## src/rtl/mul_div_unit_if.sv

```systemverilog
// Request/response bundle between the issuing stage and mul_div_unit.
interface mul_div_unit_if #(
    parameter int XLEN = 32
);
    logic            start;
    logic [1:0]      op;
    logic [XLEN-1:0] opA;
    logic [XLEN-1:0] opB;
    logic            busy;
    logic            done;
    logic [XLEN-1:0] hi;
    logic [XLEN-1:0] lo;
    logic            dbz;

    modport master (output start, op, opA, opB, input busy, done, hi, lo, dbz);
    modport slave  (input start, op, opA, opB, output busy, done, hi, lo, dbz);
endinterface

```

## src/rtl/mul_div_unit.sv

```systemverilog
// Iterative 32-bit MULT/MULTU/DIV/DIVU unit (one bit per cycle, sign fix-up at the end).
// The restoring divider is built only when MUL_DIV_DIVIDER_EN is defined.
module mul_div_unit #(
    parameter int XLEN = 32
) (
    input  logic          clk,
    input  logic          rst,
    mul_div_unit_if.slave bus
);
    typedef enum logic [1:0] {IDLE, MUL, DIV, FIX} state_e;

    state_e            state_q, state_d;
    logic [4:0]        cnt_q, cnt_d;
    logic [2*XLEN-1:0] acc_q, acc_d;     // {hi, lo} product, or {remainder, quotient}
    logic [XLEN-1:0]   opnd_q, opnd_d;   // multiplicand or divisor magnitude
    logic              is_div_q, is_div_d;
    logic              neg_res_q, neg_res_d;
    logic              neg_rem_q, neg_rem_d;
    logic              flag_q, flag_d;
    logic [XLEN-1:0]   hi_q, hi_d, lo_q, lo_d;
    logic              done_q, done_d, dbz_q, dbz_d;

    logic              a_neg, b_neg;
    logic [XLEN-1:0]   mag_a, mag_b;
    logic [XLEN:0]     mul_sum;
    logic [2*XLEN-1:0] mul_next, div_next, fix_prod, fix_acc;
    logic [XLEN-1:0]   fix_hi, fix_lo;

    assign a_neg = ~bus.op[0] & bus.opA[XLEN-1];
    assign b_neg = ~bus.op[0] & bus.opB[XLEN-1];
    assign mag_a = a_neg ? -bus.opA : bus.opA;
    assign mag_b = b_neg ? -bus.opB : bus.opB;

    // Multiplier lives in the low half and is shifted out as product bits shift in.
    assign mul_sum  = {1'b0, acc_q[2*XLEN-1:XLEN]} + (acc_q[0] ? {1'b0, opnd_q} : {(XLEN+1){1'b0}});
    assign mul_next = {mul_sum, acc_q[XLEN-1:1]};

`ifdef MUL_DIV_DIVIDER_EN
    logic [XLEN:0]   rem_sh;
    logic [XLEN+1:0] diff;

    // Shifted remainder needs XLEN+1 bits once the divisor exceeds 2^(XLEN-1).
    assign rem_sh   = acc_q[2*XLEN-1:XLEN-1];
    assign diff     = {1'b0, rem_sh} - {2'b00, opnd_q};
    assign div_next = {diff[XLEN+1] ? rem_sh[XLEN-1:0] : diff[XLEN-1:0],
                       acc_q[XLEN-2:0], ~diff[XLEN+1]};
`else
    assign div_next = acc_q;
`endif

    assign fix_prod = neg_res_q ? -acc_q : acc_q;
    assign fix_hi   = neg_rem_q ? -acc_q[2*XLEN-1:XLEN] : acc_q[2*XLEN-1:XLEN];
    assign fix_lo   = neg_res_q ? -acc_q[XLEN-1:0] : acc_q[XLEN-1:0];
    assign fix_acc  = is_div_q ? {fix_hi, fix_lo} : fix_prod;

    // NOTE: non-blocking assignments make every flop sample pre-edge values, so order is irrelevant.
    always_ff @(posedge clk or negedge rst) begin
        if (!rst) state_q <= IDLE;
        else      state_q <= state_d;
    end

    // NOTE: the default at the top covers every path, so no latch is inferred.
    always_comb begin
        state_d = state_q;
        unique case (state_q)
            IDLE: begin
                if (bus.start) begin
                    if (!bus.op[1]) begin
                        state_d = MUL;
                    end else begin
`ifdef MUL_DIV_DIVIDER_EN
                        state_d = (bus.opB == '0) ? FIX : DIV;
`else
                        state_d = FIX;
`endif
                    end
                end
            end
            MUL:     if (cnt_q == 5'd31) state_d = FIX;
            DIV:     if (cnt_q == 5'd31) state_d = FIX;
            FIX:     if (cnt_q[0]) state_d = IDLE;
            default: state_d = IDLE;
        endcase
    end

    always_comb begin
        bus.busy = (state_q != IDLE);
        bus.done = done_q;
        bus.hi   = hi_q;
        bus.lo   = lo_q;
        bus.dbz  = dbz_q;
    end

    // FIX spends two cycles: cnt_q[0]=0 applies signs, cnt_q[0]=1 publishes the result.
    always_comb begin
        cnt_d     = cnt_q;
        acc_d     = acc_q;
        opnd_d    = opnd_q;
        is_div_d  = is_div_q;
        neg_res_d = neg_res_q;
        neg_rem_d = neg_rem_q;
        flag_d    = flag_q;
        hi_d      = hi_q;
        lo_d      = lo_q;
        done_d    = 1'b0;
        dbz_d     = dbz_q;
        case (state_q)
            IDLE: begin
                if (bus.start) begin
                    cnt_d     = '0;
                    acc_d     = {{XLEN{1'b0}}, mag_a};
                    opnd_d    = mag_b;
                    is_div_d  = bus.op[1];
                    neg_res_d = a_neg ^ b_neg;
                    neg_rem_d = a_neg & bus.op[1];
                    flag_d    = 1'b0;
                    if (bus.op[1]) begin
`ifdef MUL_DIV_DIVIDER_EN
                        if (bus.opB == '0) begin
                            acc_d     = {bus.opA, {XLEN{1'b1}}};
                            neg_res_d = 1'b0;
                            neg_rem_d = 1'b0;
                            flag_d    = 1'b1;
                        end
`else
                        // Unsupported op: republish the current hi/lo with dbz set.
                        acc_d     = {hi_q, lo_q};
                        neg_res_d = 1'b0;
                        neg_rem_d = 1'b0;
                        flag_d    = 1'b1;
                        cnt_d     = 5'd1;
`endif
                    end
                end
            end
            MUL: begin
                acc_d = mul_next;
                cnt_d = cnt_q + 5'd1;
            end
            DIV: begin
                acc_d = div_next;
                cnt_d = cnt_q + 5'd1;
            end
            FIX: begin
                if (!cnt_q[0]) begin
                    acc_d = fix_acc;
                    cnt_d = 5'd1;
                end else begin
                    hi_d   = acc_q[2*XLEN-1:XLEN];
                    lo_d   = acc_q[XLEN-1:0];
                    done_d = 1'b1;
                    dbz_d  = flag_q;
                    cnt_d  = '0;
                end
            end
            default: ;
        endcase
    end

    // NOTE: datapath flops are reset as well, so no X can ever reach hi/lo or the sign logic.
    always_ff @(posedge clk or negedge rst) begin
        if (!rst) begin
            cnt_q     <= '0;
            acc_q     <= '0;
            opnd_q    <= '0;
            is_div_q  <= 1'b0;
            neg_res_q <= 1'b0;
            neg_rem_q <= 1'b0;
            flag_q    <= 1'b0;
            hi_q      <= '0;
            lo_q      <= '0;
            done_q    <= 1'b0;
            dbz_q     <= 1'b0;
        end else begin
            cnt_q     <= cnt_d;
            acc_q     <= acc_d;
            opnd_q    <= opnd_d;
            is_div_q  <= is_div_d;
            neg_res_q <= neg_res_d;
            neg_rem_q <= neg_rem_d;
            flag_q    <= flag_d;
            hi_q      <= hi_d;
            lo_q      <= lo_d;
            done_q    <= done_d;
            dbz_q     <= dbz_d;
        end
    end
endmodule

```

## src/flat_wrapper.sv

```systemverilog
// flat-port wrapper written by rule: the top's interface ports become plain ports
module mul_div_unit_flat 
#(
    parameter int XLEN = 32
)
  (clk, rst, bus_start, bus_op, bus_opA, bus_opB, bus_busy, bus_done, bus_hi, bus_lo, bus_dbz);
  mul_div_unit_if #(.XLEN(XLEN)) bus_i ();
  input  logic clk;
  input  logic rst;
  input wire logic [$bits(bus_i.start)-1:0] bus_start;
  input wire logic [$bits(bus_i.op)-1:0] bus_op;
  input wire logic [$bits(bus_i.opA)-1:0] bus_opA;
  input wire logic [$bits(bus_i.opB)-1:0] bus_opB;
  output wire logic [$bits(bus_i.busy)-1:0] bus_busy;
  output wire logic [$bits(bus_i.done)-1:0] bus_done;
  output wire logic [$bits(bus_i.hi)-1:0] bus_hi;
  output wire logic [$bits(bus_i.lo)-1:0] bus_lo;
  output wire logic [$bits(bus_i.dbz)-1:0] bus_dbz;
  assign bus_i.start = bus_start;
  assign bus_i.op = bus_op;
  assign bus_i.opA = bus_opA;
  assign bus_i.opB = bus_opB;
  assign bus_busy = bus_i.busy;
  assign bus_done = bus_i.done;
  assign bus_hi = bus_i.hi;
  assign bus_lo = bus_i.lo;
  assign bus_dbz = bus_i.dbz;
  mul_div_unit #(.XLEN(XLEN)) u_core (.clk(clk), .rst(rst), .bus(bus_i));
endmodule
```

## config.mk

```make
export PLATFORM = sky130hd
export DESIGN_NAME = mul_div_unit_flat
export DESIGN_NICKNAME = d
export VERILOG_FILES = /design/src/rtl/mul_div_unit_if.sv /design/src/rtl/mul_div_unit.sv /design/src/flat_wrapper.sv
export SDC_FILE = /design/constraint.sdc
export NUM_CORES = 1
export LEC_CHECK = 0
export BUFFER_PORTS_ARGS = -buffer_cell sky130_fd_sc_hd__buf_2
export CAP_MARGIN = 25
export CORE_MARGIN = 4
export CORE_UTILIZATION = 55
export DETAILED_ROUTE_END_ITERATION = 16
export PLACE_DENSITY_LB_ADDON = 0.12
export SYNTH_ARGS = -nofsm -noshare
export SYNTH_HDL_FRONTEND = slang
export SYNTH_SLANG_ARGS = --single-unit
export TNS_END_PERCENT = 10
```

## constraint.sdc

```tcl
create_clock -name clk -period 5.3 [get_ports clk]
set_clock_uncertainty 0.1 [all_clocks]
set_input_delay 0.795 -clock clk [delete_from_list [all_inputs] [get_ports clk]]
set_output_delay 0.795 -clock clk [all_outputs]
set_load 0.01 [all_outputs]
```

# ---- Word level (Yosys, flattened, before mapping)
# Index checks and enable logic that the tools add are counted.
dict set report word_totals {
  reg_bits 173
  latch_bits 0
  ram_bits 0
  rom_bits 0
  input_bits 69
  out_inout_bits 67
  memories 0
}
dict set report classes {
  addsub 7
  mul 0
  n_div 0
  magnitude_cmp 0
  n_eq_ne 11
  shifts 0
  muxes 25
  n_bitwise 6
  n_reduce_logical 8
}
# cell n
set op_table {}
lappend op_table {{two-way mux 64 bit} 5}
lappend op_table {{case mux 64 bit (3 select lines)} 1}
lappend op_table {{two-way mux 32 bit} 5}
lappend op_table {{negator 32 bit} 4}
lappend op_table {{negator 64 bit} 1}
lappend op_table {{adder 32 x 33 -> 33 bit} 1}
lappend op_table {{case mux 5 bit (3 select lines)} 1}
lappend op_table {{two-way mux 2 bit} 4}
lappend op_table {{two-way mux 1 bit} 7}
lappend op_table {{!= test 2 x 1 -> 1 bit (second input constant)} 3}
lappend op_table {{case mux 2 bit (3 select lines)} 1}
lappend op_table {{adder 5 x 1 -> 5 bit (second input constant)} 1}
lappend op_table {{equality test 5 bit (second input constant)} 1}
lappend op_table {{two-way mux 5 bit} 1}
lappend op_table {{AND reduction 5 bit} 1}
lappend op_table {{equality test 2 bit (second input constant)} 2}
lappend op_table {{!= test 2 bit (second input constant)} 2}
lappend op_table {{AND reduction 2 bit} 2}
lappend op_table {{AND reduction 4 bit} 1}
lappend op_table {{AND 1 bit} 3}
lappend op_table {{!= test 3 x 1 -> 1 bit (second input constant)} 1}
lappend op_table {{!= test 3 bit (second input constant)} 1}
lappend op_table {{AND reduction 3 bit} 1}
lappend op_table {{equality test 2 x 1 -> 1 bit (second input constant)} 1}
lappend op_table {{5 further kinds} 6}

# ---- Depth between registers and ports, before layout
# Gate-level depths: netlist (run 1).
dict set report depth {
  ltp_word 6
  mapped_depth 12
  ltp_nobuf 11
}

# ---- Least setup slack after synthesis (run 1)
# OpenSTA, ideal clock, no wires.
dict set report synth_path {
  path_kind {register -> register}
  from {register u_core.acc_q[0]}
  to {register u_core.acc_q[55]}
  setup_ns 0.133
  arrival_time_ns 2.940
  slack_ns 2.127
  path_stages_with_launch 13
  period_less_slack_ns 3.173
  path_cell_list {dfrtp_1 clkbuf_1 and2_1 ha_1 fa_1 a211oi_1 o21ai_0 a21oi_1 o211ai_1 o21ai_0 xnor2_1 a2111oi_4 a211oi_2}
}
dict set report synth_via {
  elab_chain_cells 5
  elab_cells_between_ends 7
}
# item line_no
set synth_lines {}
lappend synth_lines {{start: declaration} mul_div_unit.sv:14} ;# logic [2*XLEN-1:0] acc_q, acc_d;
lappend synth_lines {{start signal: assignment} mul_div_unit.sv:164} ;# acc_q <= '0;
lappend synth_lines {{start signal: assignment} mul_div_unit.sv:176} ;# acc_q <= acc_d;
lappend synth_lines {{negator 64 bit} mul_div_unit.sv:51} ;# assign fix_prod = neg_res_q ? -acc_q : acc_q;
lappend synth_lines {{two-way mux 64 bit} mul_div_unit.sv:51}
lappend synth_lines {{two-way mux 64 bit} mul_div_unit.sv:54} ;# assign fix_acc = is_div_q ? {fix_hi, fix_lo} : fix_prod;
lappend synth_lines {{two-way mux 64 bit} mul_div_unit.sv:145} ;# if (!cnt_q[0]) begin
lappend synth_lines {{case mux 64 bit (3 select lines) (*)} mul_div_unit.sv:107} ;# case (state_q)
# Every way passes the cells marked *; elsewhere a longest branch is shown, timed or not. The select of a mux whose other input is x is not followed.
# A chain may end at the register's enable or synchronous reset.

# ---- Worst setup path after layout (run 1)
dict set report layout_path {
  from {register u_core.acc_q[0]}
  to {register u_core.acc_q[30]}
}
dict set report layout_via {
  elab_chain_cells 5
  elab_cells_between_ends 7
}
# item line_no
set layout_lines {}
lappend layout_lines {{negator 64 bit or negator 32 bit (tied branches)} {mul_div_unit.sv:51, mul_div_unit.sv:53}}
lappend layout_lines {{two-way mux 64 bit or two-way mux 32 bit (tied branches)} {mul_div_unit.sv:51, mul_div_unit.sv:53}}
lappend layout_lines {{two-way mux 64 bit (*)} mul_div_unit.sv:54}
lappend layout_lines {{two-way mux 64 bit (*)} mul_div_unit.sv:145}
lappend layout_lines {{case mux 64 bit (3 select lines) (*)} mul_div_unit.sv:107}
# Marks and branches as above.

==> impl_metrics.yaml, run 1 <==
global_routing:
  grt_pass1_wl_um: 55800
  overflow: 0
  grt_usage_pct: 28.2
  grt_pass1_vias: 10620
  grt_max_degree: 88
  antenna_found_initial: 0
die:
  core_area_sq_mm: 0.0218
  die_h_um: 157
  start_util_pct: 55.8
  dieArea_sq_mm: 0.0245
  ios: 136
  die_x_um: 157
  rows: 54
final_layout:
  num-nets-final: 1628
  syn_to_final_growth_pct: 12.5
  post-route-util_pct: 62.8
  layout_commonest_cell: "dfrtp_1"
  multi_input_area_sq_mm: 0.00741
  fillers: 1919
  most-common-layout-cells: "172 x dfrtp_1, 138 x nor2_1, 134 x buf_2, 129 x o21ai_0, 126 x nand2_1"
  regArea_sq_mm: 0.00430
  antenna_cells: 0
  drive_gt1_share_pct: 17.3
place:
  dp_hpwl_um: 24900
  gp_congestion: 0.921
  portBuffers: 135
synth:
  syn_avg_cell_area_sq_um: 8.53
  async_reset_ff_share_pct: 100
  yosys_warnings: 0
  synth-xor-area-share_pct: 6.85
  ys.flop_type: "dfrtp_1"
  ys_seq_area_share_pct: 35.5
  ys_types: 79
  synth_top_family_by_area: "compound AO/OA/AOI/OAI gates"
  synth_mux_area_share_pct: 6.23
  synthSimpleGateAreaFrac_pct: 20.3
  synthAdderAreaFrac_pct: 4.70
  syn-cell-area_sq_mm: 0.0121
  syn_nets: 1537
  synth_cells: 1423
  synth_compound_area_share_pct: 22.9
  synth.ff_latch_count: 172
  synth_edf_count: 0
route:
  drt_iter0_drc: 852
  vias_per_cell: 6.24
  wl_um: 34700
  firstDrtPassIters: 5
  wl_per_cell_um: 19.2
  drc_errors: 0
  via_count: 11275
  ant_nets: 0
worst_setup_path:
  cp.required_ns: 5.50
  rr_worst_depth: 10
  path_max_fanout: 35
  cp_data_arrival_time_ns: 4.05
  end_kind: "register"
  critPathKind: "register to register"
  crit_path_start_kind: "register"
cts:
  insertion_delay_ns: 0.43
  cts.sinks: 172
  htreeDepth: 4
  cts_buffers: 17
  cts_tree: "yes"
  root_buffer: "clkbuf_16"
  clk_path_buf_depth: 2
  clkTransAtPathRegs_ns: 0.07
  cts_hold_buf: 0
  cts_setup_buffers: 0
  cts-resized-gates: 0
power:
  total_power_uw: 9210
  combPwrFrac_pct: 54.4
  power_switching_uw: 4320
  clock_power_share_pct: 15.0
  peakVddDrop_v: 0.000354
  powerDensity_mw_per_mm2: 674
  p_int_uw: 4890
  p_seq_share_pct: 30.6
  swShare_pct: 46.9
  power.leakage_uw: 0.00587
timing:
  finalSetupTns_ns: 0
  clock.fmax_mhz: 260
  setup_viol_count_final: 0
  rsz0062_at_grt: "false"
  tightestPinTransition_ns: 0.977
  hold_viol_final: 0
  slew_headroom_pct: 34.6
  post-route-min-period_ns: 3.85
  finalMaxSlewViolations: 0
  fin_crit_sh_pct: 72.7
outcome:
  outcome: "finished, final reports clean"
min_path:
  hp-class: "input pin to async pin"
run:
  cap_viol_max_count: 0
[synthesized netlist by cell type, drive strengths merged, types with 4 or more instances]
master   count  area (sq um)
a211oi      19           148
a21o        11          82.6
a21oi      114           571
a221oi      41           365
a222oi       4          40.0
a22o         4          35.0
a22oi        4          30.0
a2bb2oi      5          43.8
a31oi       20           125
and2        41           256
and3        16           100
buf          9          36.3
clkbuf      70           264
dfrtp      172          4300
ha          44           551
inv         34           128
mux2        57           646
mux2i       11           110
nand2      128           480
nand2b      11          68.8
nand3       13          65.1
nand3b       6          45.0
nand4        9          56.3
nor2       139           529
nor2b        5          31.3
nor3        48           245
nor4        21           131
o211ai       4          30.0
o21a         9          67.6
o21ai      130           651
o221ai      11          96.3
o22ai       20           125
o31ai        9          67.6
o41ai        8          88.8
or2          4          25.0
or3         18           118
or4         21           165
xnor2       58           508
xor2        37           324
[per-layer routing]
layer / share of wire, % / routed length, um / GRT usage, %
met5: 0 / 0 / 0
met1: 44 / 15300 / 39.5
met3: 6.9 / 2400 / 3.65
met4: 1.9 / 655 / 8.06
met2: 47 / 16300 / 46.1
[area by class of cell]
cell class                 instances  share of cell area [%]
clock inverter                    14                    1.49
multi-input combinational       1136                    54.2
timing repair buffer             151                    5.97
tap                              280                    2.57
sequential                       172                    31.5
clock buffer                      18                    3.22
inverter                          36                   0.990
[through the flow]
step | worst slack [ns] | instances | hold slack, ns | cell area, sq um
6_report | 1.45 | 1807 | 0.308 | 13700
5_1_grt | 1.15 | 1807 | 0.398 | 13700
4_1_cts | 1.45 | 1806 | 0.366 | 13600
3_5_place_dp | 1.46 | 1774 | 0.362 | 13000
3_3_place_gp | 1.57 | 1773 | 0.357 | 13000
2_1_floorplan | 2.13 | 1423 | 0.342 | 12100
[flip-flops by register name (all words and copies together), names as in the netlist]
register and cells:
u_core.cnt_q 5, u_core.is_div_q 1, u_core.bus.dbz 1, u_core.neg_res_q 1, u_core.opnd_q 32, u_core.neg_rem_q 1, u_core.bus.hi 32, u_core.state_q 2
u_core.bus.done 1, u_core.acc_q 64, u_core.bus.lo 32
[power groups by stage]
stage	combinational, uW	clock [uW]	sequential (uW)
floorplan	3620	0	2610
global placement	4850	0	2800
detailed placement	4950	0	2820
CTS	4980	1400	2800
global route	5570	1460	2920
finish	5010	1380	2820
[worst paths after layout]
| kind | start | endpoint | slack (ns) |
|---|---|---|---|
| max | u_core.acc_q[0] | u_core.acc_q[30] | 1.45 |
| min | rst | u_core.bus.lo[6] | 0.31 |
| max reg2reg | u_core.acc_q[0] | u_core.acc_q[30] | 1.45 |
| min reg2reg | u_core.opnd_q[5] | u_core.opnd_q[5] | 0.37 |
| max in group asynchronous | rst | u_core.bus.hi[26] | 3.63 |
| min in group clk | u_core.opnd_q[5] | u_core.opnd_q[5] | 0.37 |
[worst max-delay path: stages, from the launching register on]
cell	delay (ns)
dfrtp_1	0.71
inv_1	0.21
ha_1	0.22
or4b_2	0.68
nor2_1	0.31
nand4_1	0.31
or3_1	0.47
nor4b_1	0.39
nor3_1	0.08
a21oi_1	0.14
o22ai_1	0.09
[cells by family (layout without fill, tap and decap cells)]
| family | Yosys count | after routing |
|---|---|---|
| compound gates | 435 | 435 |
| xor+xnor | 95 | 95 |
| fa+ha+maj | 45 | 45 |
| buf+inv | 115 | 219 |
| flops | 172 | 172 |
| mux | 68 | 68 |
| simple gates | 493 | 493 |
Note: power is estimated with default switching activity, not from simulation.
==> inputs of run 2 (changes only) <==
clock period = 3.55 ns   (was 5.3 ns; I/O delays follow)
==> impl_metrics.yaml, run 2 (same netlist as run 1, synthesis figures left out) <==
outcome:
  outcome: "finished, final reports clean"
final_layout:
  fin_cells: 1832
  num-nets-final: 1653
  most-common-layout-cells: "172 x dfrtp_1, 138 x nor2_1, 134 x buf_2, 127 x o21ai_0, 126 x nand2_1"
  drive_gt1_share_pct: 18.7
  largest_reg_flops: 64
  multi_input_area_sq_mm: 0.00742
  largest-register: "u_core.acc_q"
  syn_to_final_growth_pct: 14.3
  antenna_cells: 0
  post-route-util_pct: 63.8
  fin_area_sq_mm: 0.0139
  fillers: 1930
  regArea_sq_mm: 0.00430
  layout_commonest_cell: "dfrtp_1"
place:
  gp_congestion: 0.996
  portBuffers: 135
  dp.cells: 1799
  placed_area_sq_mm: 0.0132
  dp_hpwl_um: 25800
worst_setup_path:
  cp_data_arrival_time_ns: 3.58
  path_max_fanout: 31
  crit_path_start_kind: "register"
  critPathSlowestCell: "fa_1"
  path_buf_inv: 1
  crit_family: "compound AO/OA/AOI/OAI gates"
  end_kind: "register"
  critPathKind: "register to register"
  cpPeakStageDelay_ns: 0.46
  cp.required_ns: 3.76
  cp_cell_sequence: "buf_4, and2_1, fa_1, a211oi_1, o21ai_0, a21oi_1, o211ai_1, o21ai_1, xnor2_1, a2111oi_4, a211oi_2"
cts:
  clk_path_buf_depth: 2
  cts_buffers: 17
  root_buffer: "clkbuf_16"
  htreeDepth: 4
  cts.sinks: 172
  insertion_delay_ns: 0.44
  clkTransAtPathRegs_ns: 0.07
  cts_tree: "yes"
global_routing:
  antenna_found_initial: 0
  grt_max_degree: 75
  grt_usage_pct: 28.7
  overflow: 0
  grt_pass1_wl_um: 56600
  grt_pass1_vias: 10655
route:
  ant_nets: 0
  firstDrtPassIters: 7
  vias_per_cell: 6.22
  drc_errors: 0
  drt_iter0_drc: 1157
  via_count: 11391
  wl_um: 35200
  wl_per_cell_um: 19.2
die:
  dieArea_sq_mm: 0.0245
  core_area_sq_mm: 0.0218
  rows: 54
  ios: 136
  die_x_um: 157
  die_h_um: 157
  start_util_pct: 55.8
timing:
  tightestPinTransition_ns: 0.853
  rsz0062_at_grt: "false"
  post-route-min-period_ns: 3.37
  finalMaxSlewViolations: 0
  finalSetupTns_ns: 0
  clock.fmax_mhz: 297
  fin_crit_sh_pct: 94.9
  setup_viol_count_final: 0
  slew_headroom_pct: 42.9
  hold_viol_final: 0
power:
  powerDensity_mw_per_mm2: 1000
  peakVddDrop_v: 0.000504
  total_power_uw: 13900
  power.leakage_uw: 0.00601
min_path:
  hp-class: "input pin to register"
run:
  cap_viol_max_count: 0
-- run 2: cell types whose count changed in the layout (fill, tap and decap cells not counted), sizes merged --
cell	change
clkinv	+2
clkbuf	-1
bufinv	-2
buf	+24
dlygate4sd3	+1
inv	+1
-- run 2: per-layer routing --
| layer | wire (um) | share of wire, % | GRT usage (%) | vias up |
|---|---|---|---|---|
| met2 | 16600 | 47 | 46.6 | 500 |
| li1 | - | - | - | 5500 |
| met5 | 0 | 0 | 0 | - |
| met3 | 2730 | 7.7 | 4.70 | 48 |
| met1 | 15200 | 43 | 39.7 | 5343 |
| met4 | 779 | 2.2 | 8.47 | 0 |
-- run 2: through the flow --
step	worst slack, ns	hold slack (ns)
finish	0.181	0.276
detailed placement	0.201	0.367
global placement	0.278	0.354
global route	0.00661	0.292
CTS	0.183	0.267
floorplan	0.377	0.137
-- run 2: path summary, 6_finish.rpt --
| check | from | cells past startpoint | slack, ns | to |
|---|---|---|---|---|
| min in group asynchronous | rst | 2 | 0.48 | u_core.bus.lo[6] |
| worst max register to register | u_core.acc_q[0] | 11 | 0.18 | u_core.acc_q[55] |
| worst min register to register | u_core.opnd_q[28] | 2 | 0.38 | u_core.opnd_q[28] |
| worst max-delay path | u_core.acc_q[0] | 11 | 0.18 | u_core.acc_q[55] |
| worst min-delay path | bus_opB[1] | 3 | 0.28 | u_core.opnd_q[1] |
| max in group asynchronous | rst | 3 | 2.11 | u_core.bus.hi[17] |
-- run 2: layout make-up --
cell class	instances	share of cell area [%]
clock inverter	15	1.33
clock buffer	17	3.07
inverter	36	0.974
timing repair buffer	176	7.60
multi-input combinational	1136	53.5
sequential	172	31.0
tap	280	2.53
-- run 2: repair_timing --
| action | in CTS | in global routing |
|---|---|---|
| resized for setup | 0 | 5 |
| hold buffers | 1 | 0 |
| endpoints found under the setup margin | 0 | 5 |
| buffers inserted | 0 | 0 |
| endpoints found under the hold margin | 38 | 0 |
-- run 2: worst register-to-register path: stages (launching register included) --
cell       delay [ns]
dfrtp_1          0.42
buf_4            0.23
and2_1           0.20
fa_1             0.46
a211oi_1         0.33
o21ai_0          0.21
a21oi_1          0.26
o211ai_1         0.22
o21ai_1          0.20
xnor2_1          0.15
a2111oi_4        0.38
a211oi_2         0.08
-- run 2: power breakdown --
| part | leakage, uW | switching [uW] | internal, uW |
|---|---|---|---|
| clock network | 0.000294 | 879 | 1070 |
| logic | 0.00362 | 4520 | 3300 |
| registers | 0.00209 | 1190 | 2960 |
